### config.mk
export PLATFORM = sky130hd
export DESIGN_NAME = alu_muldiv_seq
export DESIGN_NICKNAME = d
export VERILOG_FILES = /design/src/rtl/alu_muldiv_seq.sv
export SDC_FILE = /design/constraint.sdc
export NUM_CORES = 2
export LEC_CHECK = 0
export ABC_AREA = 0
export BUFFER_PORTS_ARGS = -buffer_cell sky130_fd_sc_hd__buf_2
export CAP_MARGIN = 30
export CELL_PAD_IN_SITES_DETAIL_PLACEMENT = 1
export CELL_PAD_IN_SITES_GLOBAL_PLACEMENT = 1
export CORE_MARGIN = 2
export CORE_UTILIZATION = 51
export DETAILED_ROUTE_END_ITERATION = 10
export PLACE_DENSITY = 0.91
export SYNTH_ARGS = -nofsm -noshare
export SYNTH_HDL_FRONTEND = slang
export SYNTH_SLANG_ARGS = --single-unit
### constraint.sdc
create_clock -name clk -period 12.77 [get_ports clk]
set_input_delay 3.831 -clock clk [delete_from_list [all_inputs] [get_ports clk]]
set_output_delay 3.831 -clock clk [all_outputs]
set_load 0.01 [all_outputs]
### src/rtl/alu_muldiv_seq.sv
// Sequential ALU with an iterative multiply/divide unit.
// Single-cycle ops finish one cycle after accept. MUL/DIV ops run a
// BITWIDTH-step shift-add or restoring-divide loop on operand magnitudes
// and apply the sign on the last step.
module alu_muldiv_seq #(
  parameter int BITWIDTH = 32,
  parameter int CNT_W    = $clog2(BITWIDTH) + 1
) (
  input  logic                clk,
  input  logic                reset,
  input  logic                in_valid,
  output logic                in_ready,
  input  logic [BITWIDTH-1:0] operand_A,
  input  logic [BITWIDTH-1:0] operand_B,
  input  logic [BITWIDTH-1:0] immediate,
  input  logic                ALUSrc,
  input  logic [4:0]          ALUOp,
  output logic                out_valid,
  input  logic                out_ready,
  output logic [BITWIDTH-1:0] ALU_Result,
  output logic                zero,
  output logic                less_than,
  output logic                less_than_unsigned,
  output logic                busy
);

  localparam int SH_W = $clog2(BITWIDTH);
  localparam logic [BITWIDTH-1:0] MIN_VAL = {1'b1, {(BITWIDTH-1){1'b0}}};

  localparam logic [4:0] OP_ADD    = 5'b00000;
  localparam logic [4:0] OP_SUB    = 5'b00001;
  localparam logic [4:0] OP_AND    = 5'b00010;
  localparam logic [4:0] OP_OR     = 5'b00011;
  localparam logic [4:0] OP_XOR    = 5'b00100;
  localparam logic [4:0] OP_SLT    = 5'b00101;
  localparam logic [4:0] OP_SRL    = 5'b00110;
  localparam logic [4:0] OP_SLL    = 5'b00111;
  localparam logic [4:0] OP_SRA    = 5'b01001;
  localparam logic [4:0] OP_SLTU   = 5'b01010;
  localparam logic [4:0] OP_MUL    = 5'b10000;
  localparam logic [4:0] OP_MULH   = 5'b10001;
  localparam logic [4:0] OP_MULHSU = 5'b10010;
  localparam logic [4:0] OP_MULHU  = 5'b10011;
  localparam logic [4:0] OP_DIV    = 5'b10100;
  localparam logic [4:0] OP_DIVU   = 5'b10101;
  localparam logic [4:0] OP_REM    = 5'b10110;
  localparam logic [4:0] OP_REMU   = 5'b10111;

  typedef enum logic [1:0] {IDLE, CALC, DONE} state_t;

  state_t r_state;
  state_t w_state_nx;

  logic [BITWIDTH-1:0] r_a;
  logic [BITWIDTH-1:0] r_b;
  logic [4:0]          r_op;
  logic [BITWIDTH-1:0] r_acc;
  logic [BITWIDTH-1:0] r_shf;
  logic [BITWIDTH-1:0] r_mag;
  logic                r_sa;
  logic                r_sb;
  logic [CNT_W-1:0]    r_cnt;
  logic [BITWIDTH-1:0] r_result;
  logic                r_zero;
  logic                r_lt;
  logic                r_ltu;

  logic [BITWIDTH-1:0]   w_b_in;
  logic [SH_W-1:0]       w_shamt;
  logic                  w_accept;
  logic                  w_is_iter;
  logic                  w_eq_in;
  logic                  w_lt_in;
  logic                  w_ltu_in;
  logic [BITWIDTH-1:0]   w_single_res;
  logic                  w_single_ok;
  logic                  w_a_signed_op;
  logic                  w_b_signed_op;
  logic                  w_sa_in;
  logic                  w_sb_in;
  logic [BITWIDTH-1:0]   w_mag_a_in;
  logic [BITWIDTH-1:0]   w_mag_b_in;
  logic [BITWIDTH:0]     w_sum;
  logic [BITWIDTH:0]     w_trial;
  logic [BITWIDTH-1:0]   w_acc_nx;
  logic [BITWIDTH-1:0]   w_shf_nx;
  logic [2*BITWIDTH-1:0] w_prod;
  logic [2*BITWIDTH-1:0] w_prod_fix;
  logic [BITWIDTH-1:0]   w_quo_fix;
  logic [BITWIDTH-1:0]   w_rem_fix;
  logic                  w_div_zero;
  logic                  w_div_ovf;
  logic                  w_last;
  logic [BITWIDTH-1:0]   w_iter_res;

  assign w_b_in    = ALUSrc ? immediate : operand_B;
  assign w_shamt   = w_b_in[SH_W-1:0];
  assign w_accept  = in_valid && (r_state == IDLE);
  assign w_is_iter = (ALUOp[4:3] == 2'b10);
  assign w_eq_in   = (operand_A == w_b_in);
  assign w_lt_in   = ($signed(operand_A) < $signed(w_b_in));
  assign w_ltu_in  = (operand_A < w_b_in);

  assign w_a_signed_op = (ALUOp == OP_MULH) || (ALUOp == OP_MULHSU) ||
                         (ALUOp == OP_DIV)  || (ALUOp == OP_REM);
  assign w_b_signed_op = (ALUOp == OP_MULH) || (ALUOp == OP_DIV) || (ALUOp == OP_REM);
  assign w_sa_in       = w_a_signed_op && operand_A[BITWIDTH-1];
  assign w_sb_in       = w_b_signed_op && w_b_in[BITWIDTH-1];
  assign w_mag_a_in    = w_sa_in ? -operand_A : operand_A;
  assign w_mag_b_in    = w_sb_in ? -w_b_in : w_b_in;

  assign w_sum   = {1'b0, r_acc} + (r_shf[0] ? {1'b0, r_mag} : {(BITWIDTH+1){1'b0}});
  assign w_trial = {r_acc, r_shf[BITWIDTH-1]} - {1'b0, r_mag};

  assign w_last     = (r_cnt == CNT_W'(BITWIDTH - 1));
  assign w_prod     = {w_acc_nx, w_shf_nx};
  assign w_prod_fix = (r_sa ^ r_sb) ? -w_prod : w_prod;
  assign w_quo_fix  = (r_sa ^ r_sb) ? -w_shf_nx : w_shf_nx;
  assign w_rem_fix  = r_sa ? -w_acc_nx : w_acc_nx;
  assign w_div_zero = (r_b == '0);
  assign w_div_ovf  = !r_op[0] && (r_a == MIN_VAL) && (r_b == {BITWIDTH{1'b1}});

  assign ALU_Result         = r_result;
  assign zero               = r_zero;
  assign less_than          = r_lt;
  assign less_than_unsigned = r_ltu;

  // Single-cycle result straight from the request inputs; unknown codes flagged not-ok
  always_comb begin
    w_single_res = '0;
    w_single_ok  = 1'b1;
    case (ALUOp)
      OP_ADD:  w_single_res = operand_A + w_b_in;
      OP_SUB:  w_single_res = operand_A - w_b_in;
      OP_AND:  w_single_res = operand_A & w_b_in;
      OP_OR:   w_single_res = operand_A | w_b_in;
      OP_XOR:  w_single_res = operand_A ^ w_b_in;
      OP_SLT:  w_single_res = {{(BITWIDTH-1){1'b0}}, w_lt_in};
      OP_SLTU: w_single_res = {{(BITWIDTH-1){1'b0}}, w_ltu_in};
      OP_SRL:  w_single_res = operand_A >> w_shamt;
      OP_SLL:  w_single_res = operand_A << w_shamt;
      OP_SRA:  w_single_res = $signed(operand_A) >>> w_shamt;
      default: w_single_ok  = 1'b0;
    endcase
  end

  // One loop step: shift-add for multiply (op[2]=0), restoring divide for divide (op[2]=1)
  always_comb begin
    w_acc_nx = r_acc;
    w_shf_nx = r_shf;
    if (r_op[2]) begin
      if (w_trial[BITWIDTH]) begin
        w_acc_nx = {r_acc[BITWIDTH-2:0], r_shf[BITWIDTH-1]};
      end else begin
        w_acc_nx = w_trial[BITWIDTH-1:0];
      end
      w_shf_nx = {r_shf[BITWIDTH-2:0], !w_trial[BITWIDTH]};
    end else begin
      w_acc_nx = w_sum[BITWIDTH:1];
      w_shf_nx = {w_sum[0], r_shf[BITWIDTH-1:1]};
    end
  end

  // Final iterative result from the last step, with sign fix and divide corner cases
  always_comb begin
    w_iter_res = '0;
    case (r_op)
      OP_MUL: w_iter_res = w_prod_fix[BITWIDTH-1:0];
      OP_MULH, OP_MULHSU, OP_MULHU: w_iter_res = w_prod_fix[2*BITWIDTH-1:BITWIDTH];
      OP_DIV, OP_DIVU: begin
        if (w_div_zero)     w_iter_res = {BITWIDTH{1'b1}};
        else if (w_div_ovf) w_iter_res = r_a;
        else                w_iter_res = w_quo_fix;
      end
      OP_REM, OP_REMU: begin
        if (w_div_zero)     w_iter_res = r_a;
        else if (w_div_ovf) w_iter_res = '0;
        else                w_iter_res = w_rem_fix;
      end
      default: w_iter_res = '0;
    endcase
  end

  // State register
  always_ff @(posedge clk or posedge reset) begin
    if (reset) r_state <= IDLE;
    else       r_state <= w_state_nx;
  end

  // Next state and handshake outputs
  always_comb begin
    w_state_nx = r_state;
    in_ready   = 1'b0;
    out_valid  = 1'b0;
    busy       = 1'b0;
    case (r_state)
      IDLE: begin
        in_ready = 1'b1;
        if (in_valid) w_state_nx = w_is_iter ? CALC : DONE;
      end
      CALC: begin
        busy = 1'b1;
        if (w_last) w_state_nx = DONE;
      end
      DONE: begin
        out_valid = 1'b1;
        if (out_ready) w_state_nx = IDLE;
      end
      default: w_state_nx = IDLE;
    endcase
  end

  // Operand capture, loop registers, and result/flag registers (written only on entry to DONE)
  always_ff @(posedge clk or posedge reset) begin
    if (reset) begin
      r_a      <= '0;
      r_b      <= '0;
      r_op     <= '0;
      r_acc    <= '0;
      r_shf    <= '0;
      r_mag    <= '0;
      r_sa     <= 1'b0;
      r_sb     <= 1'b0;
      r_cnt    <= '0;
      r_result <= '0;
      r_zero   <= 1'b0;
      r_lt     <= 1'b0;
      r_ltu    <= 1'b0;
    end else begin
      case (r_state)
        IDLE: begin
          if (w_accept) begin
            r_a   <= operand_A;
            r_b   <= w_b_in;
            r_op  <= ALUOp;
            r_acc <= '0;
            r_cnt <= '0;
            if (w_is_iter) begin
              r_sa <= w_sa_in;
              r_sb <= w_sb_in;
              if (ALUOp[2]) begin
                r_shf <= w_mag_a_in;
                r_mag <= w_mag_b_in;
              end else begin
                r_shf <= w_mag_b_in;
                r_mag <= w_mag_a_in;
              end
            end else begin
              r_result <= w_single_ok ? w_single_res : '0;
              r_zero   <= w_single_ok && w_eq_in;
              r_lt     <= w_single_ok && w_lt_in;
              r_ltu    <= w_single_ok && w_ltu_in;
            end
          end
        end
        CALC: begin
          r_acc <= w_acc_nx;
          r_shf <= w_shf_nx;
          r_cnt <= r_cnt + CNT_W'(1);
          if (w_last) begin
            r_result <= w_iter_res;
            r_zero   <= (r_a == r_b);
            r_lt     <= ($signed(r_a) < $signed(r_b));
            r_ltu    <= (r_a < r_b);
          end
        end
        default: ;
      endcase
    end
  end

endmodule
== Word-level counts from Yosys, hierarchy flattened ==
Index checks and enable logic that the tools add are counted.

* Div/mod/pow operators: 0
* Bitwise logic cells: 4
* Equal/unequal tests: 35
* $lt $le $gt $ge: 4
* Reduce and logical (&&, ||, !) cells: 29
* Add/sub/neg operators: 10
* $mul: 0
* Multiplexer cells: 51
* Shifts and indexed selects: 3

{| class="wikitable"
|+ Operators with widths
! operator !! number
|-
| 32-bit 2-to-1 mux || 22
|-
| 32-bit case mux with 10 select lines || 1
|-
| 32-bit case mux with 2 select lines || 3
|-
| 32-bit < comparator || 4
|-
| 32-bit negation || 4
|-
| 32-bit case mux with 4 select lines || 1
|-
| 32-bit equality test || 2
|-
| 32-bit equality test, second input constant || 2
|-
| 64-bit 2-to-1 mux || 1
|-
| 64-bit negation || 1
|-
| 5-bit equality test, second input constant || 12
|-
| 32-bit by 32-bit adder with 33-bit output || 1
|-
| 33-bit by 32-bit subtractor with 33-bit output || 1
|-
| 32-bit adder || 1
|-
| 32-bit AND || 1
|-
| 32-bit logical NOT || 1
|-
| 32-bit OR || 1
|-
| 32-bit by 5-bit left shift with 32-bit output || 1
|-
| 32-bit by 5-bit >> shifter with 32-bit output || 1
|-
| 32-bit by 5-bit >>> shifter with 32-bit output || 1
|-
| 32-bit subtractor || 1
|-
| 32-bit bitwise XOR || 1
|-
| 5-bit by 3-bit equality test with 1-bit output, second input constant || 4
|-
| 1-bit 2-to-1 mux || 13
|-
| other kinds (26) || 55
|}

* Memory bits (read-only): 0
* Latch bits: 0
* Input bits: 106
* Flip-flop bits (word level): 210
* Output and inout bits: 38
* Bits in writable memories: 0
* Memories: 0
* Word-level logic and storage cells: 150

== Logic depth before layout (Yosys ltp) ==
* Depth in word-level cells: 10
* Gate-level depth with buffers: 26
* Gate-level depth less buffers: 22

== Least setup slack after synthesis ==
No wires, ideal clock.

* Path type: input to register
* Start: input port ALUSrc
* End: register r_result[31], in the netlist ALU_Result[31]
* Setup time: 0.139 ns
* Arrival: 9.327 ns
* Path buffers: 5
* Cell stages on the path: 22
* Slack: 3.305 ns
* Required time: 12.631 ns
* Cell sequence: clkbuf_1 > mux2i_1 > inv_1 > buf_2 > buf_1 > buf_1 > clkbuf_1 > ha_1 > a21o_1 > a21o_1 > a2111oi_0 > o22ai_1 > a221o_1 > nand2_1 > o41a_1 > o31ai_1 > a311o_1 > a221oi_1 > nor2b_1 > o21ai_0 > a221oi_1 > or4_1

* Longest elaborated chain between the ends: 7
* Elaborated cells between the ends (all ways): 14
* Classes of those cells: add/sub: 2; shift: 3; mux: 6; bitwise: 3

{| class="wikitable"
|+ RTL lines
! what !! line !! RTL
|-
| from (decl) || 16 || <nowiki>input logic ALUSrc,</nowiki>
|-
| 32-bit 2-to-1 mux (*) || 96 || <nowiki>assign w_b_in = ALUSrc ? immediate : operand_B;</nowiki>
|-
| named net w_b_in[0] || 68 || <nowiki>logic [BITWIDTH-1:0] w_b_in;</nowiki>
|-
| 32-bit subtractor (tied with other cells) || 134 || <nowiki>OP_SUB: w_single_res = operand_A - w_b_in;</nowiki>
|-
| 32-bit case mux with 10 select lines (*) || 132 || <nowiki>case (ALUOp)</nowiki>
|-
| 32-bit 2-to-1 mux (*) || 249 || <nowiki>r_result <= w_single_ok ? w_single_res : '0;</nowiki>
|-
| 32-bit 2-to-1 mux (*) || 238 || <nowiki>if (w_is_iter) begin</nowiki>
|-
| 32-bit 2-to-1 mux (*) || 232 || <nowiki>if (w_accept) begin</nowiki>
|-
| 32-bit case mux with 2 select lines (*) || 230 || <nowiki>case (r_state)</nowiki>
|-
| to (signal assigned) || 249 ||
|-
| to (signal assigned) || 261 || <nowiki>r_result <= w_iter_res;</nowiki>
|-
| to (decl) || 63 || <nowiki>logic [BITWIDTH-1:0] r_result;</nowiki>
|}

Mark *: on every way through the listed nets, which the timed path passes. The rest lies on a longest branch. The select of a mux whose other input is x is not followed.
A chain may end at the register's enable or synchronous reset.

== Worst setup path after layout ==
* Start: input port ALUSrc
* End: register r_result[31], in the netlist ALU_Result[31]

* Longest elaborated chain between the ends: 7
* Elaborated cells between the ends (all ways): 14
* Classes of those cells: add/sub: 2; shift: 3; mux: 6; bitwise: 3

{| class="wikitable"
|+ RTL lines
! what !! line
|-
| 32-bit 2-to-1 mux (*) || 96
|-
| 32-bit subtractor (tied with other cells) || 134
|-
| 32-bit case mux with 10 select lines (*) || 132
|-
| 32-bit 2-to-1 mux (*) || 249
|-
| 32-bit 2-to-1 mux (*) || 238
|-
| 32-bit 2-to-1 mux (*) || 232
|-
| 32-bit case mux with 2 select lines (*) || 230
|}

Every way passes the cells marked *; elsewhere a longest branch is shown, timed or not. The select of a mux whose other input is x is not followed.

==> metrics <==
status=finished, final reports clean; routed vias/inst=7.54; WL final=159 mm; Yosys top cell area share=0.191; critical path required time=13.24 ns; vias in the first global route=34,100; FP Rows=85; TritonRoute pass-1 iters=8; post-synth cell types=88; Synth area leaders=dfrtp_1 19%, ha_1 9.0%, o21ai_0 6.1%; Clock Latency Late Sink=0.60 ns; RSZ-0062 raised after global routing=no; Final ANT Viol Nets=0; crit path DAT=10.15 ns; CTS root buffer=clkbuf_16; Worst setup SP type=input pin; initial core utilization=0.513; total setup buffers inserted after CTS=0; Leakage=12.8 nW; Total GRT Usage=0.554; core area=0.0536 mm²; area leader, netlist=dfrtp_1; Reg2Reg Setup Slack=4.56 ns; reg2reg path depth=24; area growth from synthesis to layout=8.46%; Syn Inst Count=3,804; DP Wirelength=116 mm; Clock Path Buffers=3; relative slew slack=0.191; CTS Buf Count=26; CTS tree=yes; Resized cells post-CTS=0; Net Sw Power=0.00421 W; Pint=0.00305 W; Worst Hold End=ALU_Result[0]$_DFFE_PP0P_; Die Span Y=236 µm; synthesized area=0.0275 mm²; Clk network pwr share=0.113; Via Count=34,100; post-synthesis async set-or-reset flop share=1.00; Main synth FF type=dfrtp_1; YS warnings=0; Comb pwr share=0.691; RePlAce Congestion=1.06; # nets final=4,113; Crit. Startpoint=ALUSrc; FMAX=103 MHz; Seq/Total Area, Yosys=0.191; H-tree depth=1; Hold Vio Cnt, Final=0; drt drc=0; fin crit share=0.758; Die X-Extent=236 µm; hold path start=ALU_Result[0]$_DFFE_PP0P_; Peak VDD IR=0.150 mV; most common cell in the netlist=nor2_1; die footprint=0.0558 mm²; commonest cells in the netlist=422 x nor2_1, 400 x nand2_1, 337 x o21ai_0; Worst Setup Path Type=input pin to register; fin crit period=9.68 ns; Final Max Tran Viols=0; initial antenna violation count=14; Port Buf Inserts=143; IO Pins=144; number of synthesized flops with an enable pin=0; worst slew pin tran=1.20 ns; DR WL/cell=35.1 µm; sinks on the clock net=210; Sw Share=0.580; CTS Hold Bufs=0; largest net degree at the start of global routing=82; Hold Slack=0.519 ns; Hold Path Class=register to register; Worst-path clk slew=0.06 ns; Post-Syn Nets=4,111; Sequential Power Share=0.196; Util after Layout=0.556; Power Dens Cells=244 mW/mm²; r2r startpoint=r_shf[31]$_DFFE_PP0P_; Avg Synthesized Cell Area=7.23 µm²; worst-path maximum fanout=42; fraction of layout cells with a size suffix above 1=0.105; Initial DRC Count=4,689; Clock Skews=0.0543 ns; crit end category=register; Final setup viols=0; worst reg2reg endpoint=ALU_Result[28]$_DFFE_PP0P_; max-cap viol count=0; first-pass GRT wire length=230 mm; Hold Crit Depth=2; Seq cells post-synth=210; total congestion overflow=0; Fin Setup TNS=0 ns
[critical path, cell delays in order]
cell,delay [ns]
buf_2,0.12
buf_4,0.62
mux2i_4,0.35
buf_4,0.35
inv_2,0.37
ha_1,0.35
a21o_1,0.21
a2111oi_0,0.85
o22ai_1,0.33
a221o_1,0.47
nand2_1,0.15
o41a_1,0.29
o31ai_1,0.14
a311o_1,0.40
a221oi_1,0.29
nor2b_1,0.10
o21ai_0,0.22
a221oi_1,0.12
or4_1,0.55
[flip-flops by register name, indices dropped and copies added, names as in the netlist]
register / count
ALU_Result: 32
r_a: 32
r_acc: 32
r_b: 32
r_mag: 32
r_shf: 32
r_cnt: 6
r_op: 5
r_state: 2
less_than: 1
less_than_unsigned: 1
r_sa: 1
r_sb: 1
zero: 1
[cell families after synthesis]
| logic type | synth area share |
|---|---|
| xor+xnor | 0.0580 |
| simple gates | 0.216 |
| fa+ha+maj | 0.0926 |
| mux | 0.0829 |
| buf+inv | 0.0612 |
| compound gates | 0.298 |
| flops | 0.191 |
[per-stage QoR]
step,area (µm²),power [W],worst slack [ns],cells
after floorplan,27500,0.00435,3.20,3804
after global placement,28800,0.00580,2.85,4463
after detailed placement,28800,0.00598,2.63,4467
after CTS,29700,0.00690,3.20,4513
after global routing,29800,0.00749,2.75,4520
final,29800,0.00726,3.09,4524
[worst max path at each step]
stage                                  to  cells after the start  slack (ns)
2_1_floorplan   ALU_Result[0]$_DFFE_PP0P_                      1        3.20
3_3_place_gp   ALU_Result[31]$_DFFE_PP0P_                     19        2.85
3_5_place_dp   ALU_Result[31]$_DFFE_PP0P_                     19        2.63
4_1_cts        ALU_Result[31]$_DFFE_PP0P_                     19        3.20
5_1_grt        ALU_Result[31]$_DFFE_PP0P_                     19        2.75
6_report       ALU_Result[31]$_DFFE_PP0P_                     19        3.09
[power groups by stage]
stage          registers (W)  logic (W)  clock network (W)
4_1_cts              0.00137    0.00473           0.000801
6_report             0.00143    0.00502           0.000817
5_1_grt              0.00142    0.00524           0.000828
2_1_floorplan        0.00117    0.00318                  0
3_5_place_dp         0.00137    0.00461                  0
3_3_place_gp         0.00135    0.00445                  0
[area by class of cell]
class | count | area [µm²]
multi-input cells | 3154 | 20700
inverters | 182 | 691
repair buffers | 232 | 1390
diodes | 4 | 10.0
fillers | 6880 | 23800
clock buffers | 34 | 731
well taps | 696 | 871
flip-flops and latches | 210 | 5260
clock inverters | 12 | 168
[cells in the final DEF, fill, tap and decap left out, types with 41 or more instances in the layout]
| cell type | n |
|---|---|
| buf_4 | 82 |
| nor4_1 | 47 |
| nor2_1 | 421 |
| nand2_1 | 399 |
| o22ai_1 | 42 |
| and2_1 | 48 |
| a21o_1 | 43 |
| nand3_1 | 68 |
| dfrtp_1 | 209 |
| xnor2_1 | 126 |
| buf_2 | 148 |
| a21oi_1 | 324 |
| inv_1 | 176 |
| mux2_2 | 41 |
| a221oi_1 | 56 |
| a31oi_1 | 57 |
| o211ai_1 | 45 |
| xor2_1 | 55 |
| o21ai_0 | 336 |
| ha_1 | 197 |
| mux2i_1 | 154 |
| nor3_1 | 90 |
| nand4_1 | 58 |
| o221ai_1 | 60 |
[layer usage]
metal | up-vias | wire (µm) | track usage | part of all wire
met3 | 968 | 21500 | 0.220 | 0.14
met4 | 20 | 18500 | 0.518 | 0.12
met1 | 16400 | 54300 | 0.618 | 0.34
li1 | 14000 | - | - | -
met5 | - | 236 | 0.0130 | 0.0015
met2 | 2753 | 64400 | 0.803 | 0.40
Power figures use the tool's default switching activity.
